**config.mk**
```make
export PLATFORM = sky130hd
export DESIGN_NAME = adder_pipe_responder
export DESIGN_NICKNAME = d
export VERILOG_FILES = /design/src/rtl/adder_pkg.sv /design/src/rtl/adder_chunk_stage.sv /design/src/rtl/adder_pipe_responder.sv
export SDC_FILE = /design/constraint.sdc
export NUM_CORES = 1
export LEC_CHECK = 0
export ABC_AREA = 1
export BUFFER_PORTS_ARGS = -buffer_cell sky130_fd_sc_hd__buf_4
export CAP_MARGIN = 20
export CORE_UTILIZATION = 45
export CTS_CLUSTER_DIAMETER = 200
export DETAILED_ROUTE_END_ITERATION = 16
export GPL_ROUTABILITY_DRIVEN = 0
export PLACE_DENSITY = 0.74
export RECOVER_POWER = 100
export SLEW_MARGIN = 20
export SYNTH_ARGS = -nofsm -noshare
export SYNTH_HDL_FRONTEND = slang
export SYNTH_SLANG_ARGS = --single-unit
```
**constraint.sdc**
```tcl
create_clock -name clk -period 1.6 [get_ports clk]
set_input_delay 0.16 -clock clk [delete_from_list [all_inputs] [get_ports clk]]
set_output_delay 0.16 -clock clk [all_outputs]
set_load 0.1 [all_outputs]
```
**src/rtl/adder_pkg.sv**
```systemverilog
`default_nettype none
// +----------------------------------------------------------------------------+
// | adder_pkg                                                                  |
// | Shared types, constants and sizing helpers for the pipelined adder.        |
// | Rev 1.0                                                                    |
// +----------------------------------------------------------------------------+
package adder_pkg;

   localparam int CNT_W = 16;

   function automatic int chunk_w(input int n, input int stages);
      return n / stages;
   endfunction

   // Per-stage control; operand and result vectors sit beside it because their width follows N.
   typedef struct packed {
      logic v;
      logic carry;
   } stage_t;

endpackage
`default_nettype wire

```
**src/rtl/adder_chunk_stage.sv**
```systemverilog
`default_nettype none
// +----------------------------------------------------------------------------+
// | adder_chunk_stage                                                          |
// | One registered CW-bit slice of the carry-chained adder with hold/advance.  |
// | Rev 1.0                                                                    |
// +----------------------------------------------------------------------------+
module adder_chunk_stage
   import adder_pkg::*;
#(
   parameter int N  = 4,
   parameter int CW = 2,
   parameter int LO = 0
) (
   input  logic         clk,
   input  logic         rst,
   input  logic         en_i,
   input  logic         v_i,
   input  logic         c_i,
   input  logic [N-1:0] a_i,
   input  logic [N-1:0] b_i,
   input  logic [N-1:0] r_i,
   output stage_t       ctl_o,
   output logic [N-1:0] a_o,
   output logic [N-1:0] b_o,
   output logic [N-1:0] r_o
);

   stage_t         ctl_q, ctl_d;
   logic [N-1:0]   a_q, a_d;
   logic [N-1:0]   b_q, b_d;
   logic [N-1:0]   r_q, r_d;
   logic [CW:0]    chunk_sum;

   always_comb begin
      chunk_sum = {1'b0, a_i[LO +: CW]} + {1'b0, b_i[LO +: CW]} + {{CW{1'b0}}, c_i};
      ctl_d     = ctl_q;
      a_d       = a_q;
      b_d       = b_q;
      r_d       = r_q;
      if (en_i) begin
         ctl_d.v = v_i;
         if (v_i) begin
            ctl_d.carry = chunk_sum[CW];
            a_d         = a_i;
            b_d         = b_i;
            // Result chunks at and above this slice are still zero on entry, so OR merges cleanly.
            r_d         = r_i | (N'(chunk_sum[CW-1:0]) << LO);
         end
      end
   end

   always_ff @(posedge clk or posedge rst) begin
      if (rst) begin
         ctl_q <= '0;
         a_q   <= '0;
         b_q   <= '0;
         r_q   <= '0;
      end else begin
         ctl_q <= ctl_d;
         a_q   <= a_d;
         b_q   <= b_d;
         r_q   <= r_d;
      end
   end

   assign ctl_o = ctl_q;
   assign a_o   = a_q;
   assign b_o   = b_q;
   assign r_o   = r_q;

endmodule
`default_nettype wire

```
**src/rtl/adder_pipe_responder.sv**
```systemverilog
`default_nettype none
// +----------------------------------------------------------------------------+
// | adder_pipe_responder                                                       |
// | Pipelined N-bit adder responder with per-stage valid and backpressure.     |
// | Rev 1.0                                                                    |
// +----------------------------------------------------------------------------+
module adder_pipe_responder
   import adder_pkg::*;
#(
   parameter int N      = 4,
   parameter int STAGES = 2
) (
   input  logic             clk,
   input  logic             rst,
   input  logic [N-1:0]     a,
   input  logic [N-1:0]     b,
   input  logic             valid,
   output logic             ready,
   output logic [N-1:0]     sum,
   output logic             carry,
   output logic             sum_valid,
   input  logic             sum_ready,
   output logic [CNT_W-1:0] txn_count
);

   localparam int CW = chunk_w(N, STAGES);

   generate
      if ((N % STAGES) != 0) begin : g_bad_split
         $error("adder_pipe_responder: N must be a multiple of STAGES");
      end
   endgenerate

   logic [N-1:0]       a_s [0:STAGES];
   logic [N-1:0]       b_s [0:STAGES];
   logic [N-1:0]       r_s [0:STAGES];
   logic               v_s [0:STAGES];
   logic               c_s [0:STAGES];
   stage_t             ctl_s [0:STAGES-1];
   logic [STAGES-1:0]  adv;
   logic               adv_run;
   logic [CNT_W-1:0]   txn_count_q, txn_count_d;

   // A stage may advance when empty or when everything downstream moves this cycle.
   always_comb begin
      adv     = '0;
      adv_run = sum_ready;
      for (int s = STAGES - 1; s >= 0; s--) begin
         adv_run = !ctl_s[s].v || adv_run;
         adv[s]  = adv_run;
      end
   end

   assign ready  = adv[0];
   assign v_s[0] = valid && ready;
   assign c_s[0] = 1'b0;
   assign a_s[0] = a;
   assign b_s[0] = b;
   assign r_s[0] = '0;

   generate
      for (genvar s = 0; s < STAGES; s++) begin : g_stage
         adder_chunk_stage #(
            .N  (N),
            .CW (CW),
            .LO (s * CW)
         ) u_stage (
            .clk   (clk),
            .rst   (rst),
            .en_i  (adv[s]),
            .v_i   (v_s[s]),
            .c_i   (c_s[s]),
            .a_i   (a_s[s]),
            .b_i   (b_s[s]),
            .r_i   (r_s[s]),
            .ctl_o (ctl_s[s]),
            .a_o   (a_s[s+1]),
            .b_o   (b_s[s+1]),
            .r_o   (r_s[s+1])
         );
         assign v_s[s+1] = ctl_s[s].v;
         assign c_s[s+1] = ctl_s[s].carry;
      end
   endgenerate

   assign sum       = r_s[STAGES];
   assign carry     = c_s[STAGES];
   assign sum_valid = v_s[STAGES];

   always_comb begin
      txn_count_d = txn_count_q;
      if (sum_valid && sum_ready) begin
         txn_count_d = txn_count_q + CNT_W'(1);
      end
   end

   always_ff @(posedge clk or posedge rst) begin
      if (rst) begin
         txn_count_q <= '0;
      end else begin
         txn_count_q <= txn_count_d;
      end
   end

   assign txn_count = txn_count_q;

endmodule
`default_nettype wire

```
# --- After elaboration in Yosys (flattened, before gate mapping) ---
# Cells that the tools add are included.
totals:
  reg_bits: 34
  inputBits: 12
  elab_cells: 22
op_classes:
  n_addsub: 4
  bitwise_logic: 1
  n_reduce_logical: 8
ops:
  columns: ["cell", "count"]
  rows:
  - ["$add A16 B1 Y16 const B", 1]
  - ["$add A2 B2 Y3", 2]
  - ["$or A2 B4 Y4", 1]
  - ["$reduce_and A2 Y1", 2]
  - ["$add A3 B1 Y3", 1]
  - ["$logic_and A1 B1 Y1", 2]
  - ["$logic_not A1 Y1", 2]
  - ["$logic_or A1 B1 Y1", 2]

# --- Logic depth before layout (Yosys ltp) ---
depth:
  ltp_word: 5
  ltp_mapped: 8

# --- Cells and area by module ---
# Synthesis repeated with hierarchy kept, for this count alone.
hier_totals:
  cells_unflattened: 240
  area_unflattened_um2: 2065.7
by_module_without_submodules:
  columns: ["mod", "n_inst", "cells_per_inst", "area_each_um2"]
  rows:
  - ["adder_chunk_stage", 2, 66, 605.6]
  - ["adder_pipe_responder", 1, 108, 854.6]

# --- Worst setup path after synthesis ---
# OpenSTA, ideal clock, no wires.
synth_path:
  kind: "register to register"
  start: "reg g_stage[1].u_stage.ctl_q, in the netlist g_stage[1].u_stage.ctl_o[1]"
  end: "reg g_stage[0].u_stage.a_q[2]"
  setup_ps: 77
  t_arrival_ps: 2337
  t_required_ps: 1523
  path_slack_ps: -814
  path_stages_with_launch: 6
  n_path_buf: 1
  synth_period_minus_slack_ps: 2414
  path_cell_list: "dfrtp_1 nand3_2 nand2_2 buf_6 nor2_1 a21oi_1"
synth_between:
  elab_chain_len: 5
synth_lines:
  columns: ["item", "line_no", "text"]
  rows:
  - ["start, declared", "adder_chunk_stage.sv:28", "stage_t ctl_q, ctl_d;"]
  - ["start signal, assigned", "adder_chunk_stage.sv:59", "ctl_q <= ctl_d;"]
  - ["$logic_not A1 Y1 (*)", "adder_pipe_responder.sv:49", "adv_run = !ctl_s[s].v || adv_run;"]
  - ["$logic_or A1 B1 Y1 (*) (2 in a row)", "adder_pipe_responder.sv:49", null]
  - ["named net ready", "adder_pipe_responder.sv:18", "output logic ready,"]
  - ["$logic_and A1 B1 Y1", "adder_pipe_responder.sv:55", "assign v_s[0] = valid && ready;"]
  - ["$reduce_and A2 Y1 (no source line) (*)", null, null]
  - ["end signal, assigned", "adder_chunk_stage.sv:55", "a_q <= '0;"]
  - ["end signal, assigned", "adder_chunk_stage.sv:60", "a_q <= a_d;"]
  - ["end, declared", "adder_chunk_stage.sv:29", "logic [N-1:0] a_q, a_d;"]
# Mark *: on every way through the listed nets, which the timed path passes. The rest lies on a longest branch.
# A chain may end at the register's enable or synchronous reset.

# --- Worst setup path in the final report ---
layout_path:
  start: "reg g_stage[0].u_stage.a_q[2]"
  end: "reg g_stage[1].u_stage.r_q[3]"
layout_between:
  elab_chain_len: 3
layout_lines:
  columns: ["item", "line_no", "text"]
  rows:
  - ["$add A2 B2 Y3", "adder_chunk_stage.sv:35", "chunk_sum = {1'b0, a_i[LO +: CW]} + {1'b0, b_i[LO +: CW]} + {{CW{1'b0}}, c_i};"]
  - ["$add A3 B1 Y3", "adder_chunk_stage.sv:35", null]
  - ["$or A2 B4 Y4", "adder_chunk_stage.sv:47", "r_d = r_i | (N'(chunk_sum[CW-1:0]) << LO);"]
  - ["end signal, assigned", "adder_chunk_stage.sv:62", "r_q <= r_d;"]
  - ["end, declared", "adder_chunk_stage.sv:31", "logic [N-1:0] r_q, r_d;"]
# No other way between the ends.

==> results.cfg <==
[outcome]
status = finished clean

[worst_setup_path]
arrival_ns = 1.74
crit_family = adder cells
critPathRequiredTime_ns = 1.82
reg2reg_to = g_stage[1].u_stage.r_o[3]
r2r_slack_ns = 0.08
r2r_cells = 4
crit_path_end_kind = register
crit_path_max_fanout = 2
worstReg2RegStart = g_stage[0].u_stage.a_o[2]
crit_type = reg2reg
worst_path_most_repeated_cell = fa_1
start_kind = register
cp_num_buf_inv = 1
slowest_delay_ns = 0.49
cp_cell_sequence = inv_1, fa_1, fa_1, o21ai_0
critPathSlowestCell = fa_1

[detailed_routing]
vias_per_cell = 4.71
vias = 1158
drtIter0Drc = 36
post_drt_wl_per_cell_um = 11.3
drc_errors = 0
wirelength_um = 2780
drt-pass1-iter-count = 4
ant_nets = 0

[synth]
syn_area_sq_mm = 0.00144
syn-instance-count = 159
synth-seq-cells = 30
ys.flop_type = dfrtp_1
synth_edf_count = 0
yosysTopAreaCellShare = 0.522
ys_top_cells_by_count = 47 x nand2_1, 30 x dfrtp_1, 18 x inv_1
ys_seq_area_frac = 0.522
ys_types = 22
yosys.area.top_type = dfrtp_1
avgSynthCellArea_sq_um = 9.05
synthArstFlopShare = 1.00
yosys_warnings = 0
syn-num-nets = 176
synth.area.top_cells = dfrtp_1 52%, nand2_1 12%, inv_1 4.7%, fa_1 4.2%, nor2_1 4.2%
yosysMostFrequentCell = nand2_1

[global_route]
grt_pass1_vias = 1162
grt_max_degree = 31
antenna_found_initial = 0
track_usage = 0.190
overflow = 0
grt_pass1_wl_um = 4760

[power_and_ir_drop]
p_leak_nw = 0.924
switching_power_w = 0.00153
vdd_drop_max_mv = 1.02
pwr_density_cell_mw_per_mm2 = 1640
switching_share = 0.530
seq_power_share = 0.367
clkPwrFrac = 0.166
combPwrFrac = 0.467
p_int_w = 0.00136

[sta]
setup_violations = 0
finalSetupTns_ns = 0
rsz0062_at_grt = false
finalClockSkew_ns = 0.0107
period_needed_ns = 1.52
period_share = 0.951
max_slew_margin = 0.517
drv_slew = 0
hold_viol = 0
maxClockFrequency_mhz = 657
tightestPinTransition_ns = 0.724

[clock_tree]
clockRootBuffer = clkbuf_4
cts_buffers = 5
h-tree-depth = 2
clk_pin_slew_ns = 0.10
cts_buffer_depth = 2
cts.sinks = 30
tritoncts = yes
clock_latency_ns = 0.33

[layout]
nets = 218
finish.utilization = 0.577
n_antenna_cell = 0
synthToLayoutAreaGrowth_pct = 22.4
drive_gt1_frac = 0.287

[die]
die_w_um = 58.5
rows = 20
io_pins = 35
start_util = 0.471
die_h_um = 58.5
core_sq_mm = 0.00305
die_area_sq_mm = 0.00343

[worst_hold_path]
hold_depth = 3
min_from = b[3]
min_to = g_stage[0].u_stage.b_o[3]
hold_class = in2reg

[job]
maxCapViolCount = 0

[place]
hpwl_um = 2160
port_buffers = 34
-- logic make-up after synthesis --
logic type | share of synthesized area
xor gates and xnor gates | 0.0426
DFF | 0.522
AOI/OAI and AO/OA | 0.0452
adders and majority gates | 0.0591
buffers and inverters | 0.0574
and+or+nand+nor | 0.274
-- worst max path at each step --
stage | from | end | slack (ns) | cells past startpoint
after floorplan | txn_count[12] | txn_count[13] | 0.03 | 6
after global placement | g_stage[0].u_stage.a_o[2] | g_stage[1].u_stage.r_o[3] | 0.12 | 4
after detailed placement | g_stage[0].u_stage.a_o[2] | g_stage[1].u_stage.r_o[3] | 0.08 | 4
after CTS | g_stage[0].u_stage.a_o[2] | g_stage[1].u_stage.r_o[3] | 0.06 | 4
after global routing | g_stage[1].u_stage.ctl_o[1] | txn_count[8] | 0.007 | 5
final | g_stage[0].u_stage.a_o[2] | g_stage[1].u_stage.r_o[3] | 0.08 | 4
-- routing by layer --
| metal | vias to the layer above | global-route usage | wire, um |
|---|---|---|---|
| met5 | - | 0 | 0 |
| met4 | 0 | 0.0952 | 55 |
| met3 | 9 | 0.0637 | 140 |
| met2 | 36 | 0.346 | 1460 |
| met1 | 532 | 0.193 | 1120 |
| li1 | 581 | - | - |
-- layout make-up --
class / count / area, sq um
clock inverter: 2 / 12.5
inverter: 19 / 71.3
clock buffer: 6 / 51.3
multi-input combinational: 109 / 582
tap: 44 / 55.1
fill: 282 / 1290
timing repair buffer: 36 / 215
sequential: 30 / 774
-- tightest hold or removal path: cells and delay by family --
family | cells | cell delay, ns
and+or+nand+nor | 1 | 0.03
AOI/OAI and AO/OA | 1 | 0.09
buffers and inverters | 1 | 0.07
-- power by group through the flow --
stage | logic, W | clock network [W] | registers, W
5_1_grt | 0.00141 | 0.000525 | 0.00108
6_report | 0.00135 | 0.000479 | 0.00106
4_1_cts | 0.00145 | 0.000495 | 0.00107
3_3_place_gp | 0.00142 | 0 | 0.00108
3_5_place_dp | 0.00145 | 0 | 0.00108
2_1_floorplan | 0.000273 | 0 | 0.00194
-- per-stage QoR --
step / std cells / setup slack (ns) / total power, W / area [sq um] / hold slack (ns)
2_1_floorplan: 159 / 0.0324 / 0.00221 / 1470 / 0.250
3_3_place_gp: 237 / 0.124 / 0.00250 / 1780 / 0.260
3_5_place_dp: 237 / 0.0762 / 0.00253 / 1780 / 0.283
4_1_cts: 246 / 0.0626 / 0.00302 / 1850 / 0.0552
5_1_grt: 246 / 0.00674 / 0.00301 / 1760 / 0.0520
6_report: 246 / 0.0787 / 0.00289 / 1760 / 0.0612
-- layout by cell type (no fill, tap or decap), drive strengths merged, types with 2 or more instances in the layout --
master,Yosys,final
dfrtp,30,30
xor2,4,4
nand3,7,7
buf,1,10
inv,19,19
a21oi,6,6
nand3b,4,4
nor2,17,17
xnor2,3,3
o21ai,7,7
ha,2,2
clkbuf,0,31
nand2,49,49
nand4,4,4
nor3,2,2
fa,3,3
-- state kept, by name, indices dropped and copies added, names as in the netlist --
| signal | flops |
|---|---|
| g_stage.u_stage.ctl_o | 4 |
| g_stage.u_stage.b_o | 2 |
| g_stage.u_stage.r_o | 6 |
| g_stage.u_stage.a_o | 2 |
| txn_count | 16 |
-- repair_timing --
action                                 CTS  global route
endpoints found under the hold margin   30             0
hold buffers                             1             0
setup endpoints to repair                0             0
gates resized for setup                  0             0
setup buffers                            0             0
Note: power is estimated with default switching activity, not from simulation.
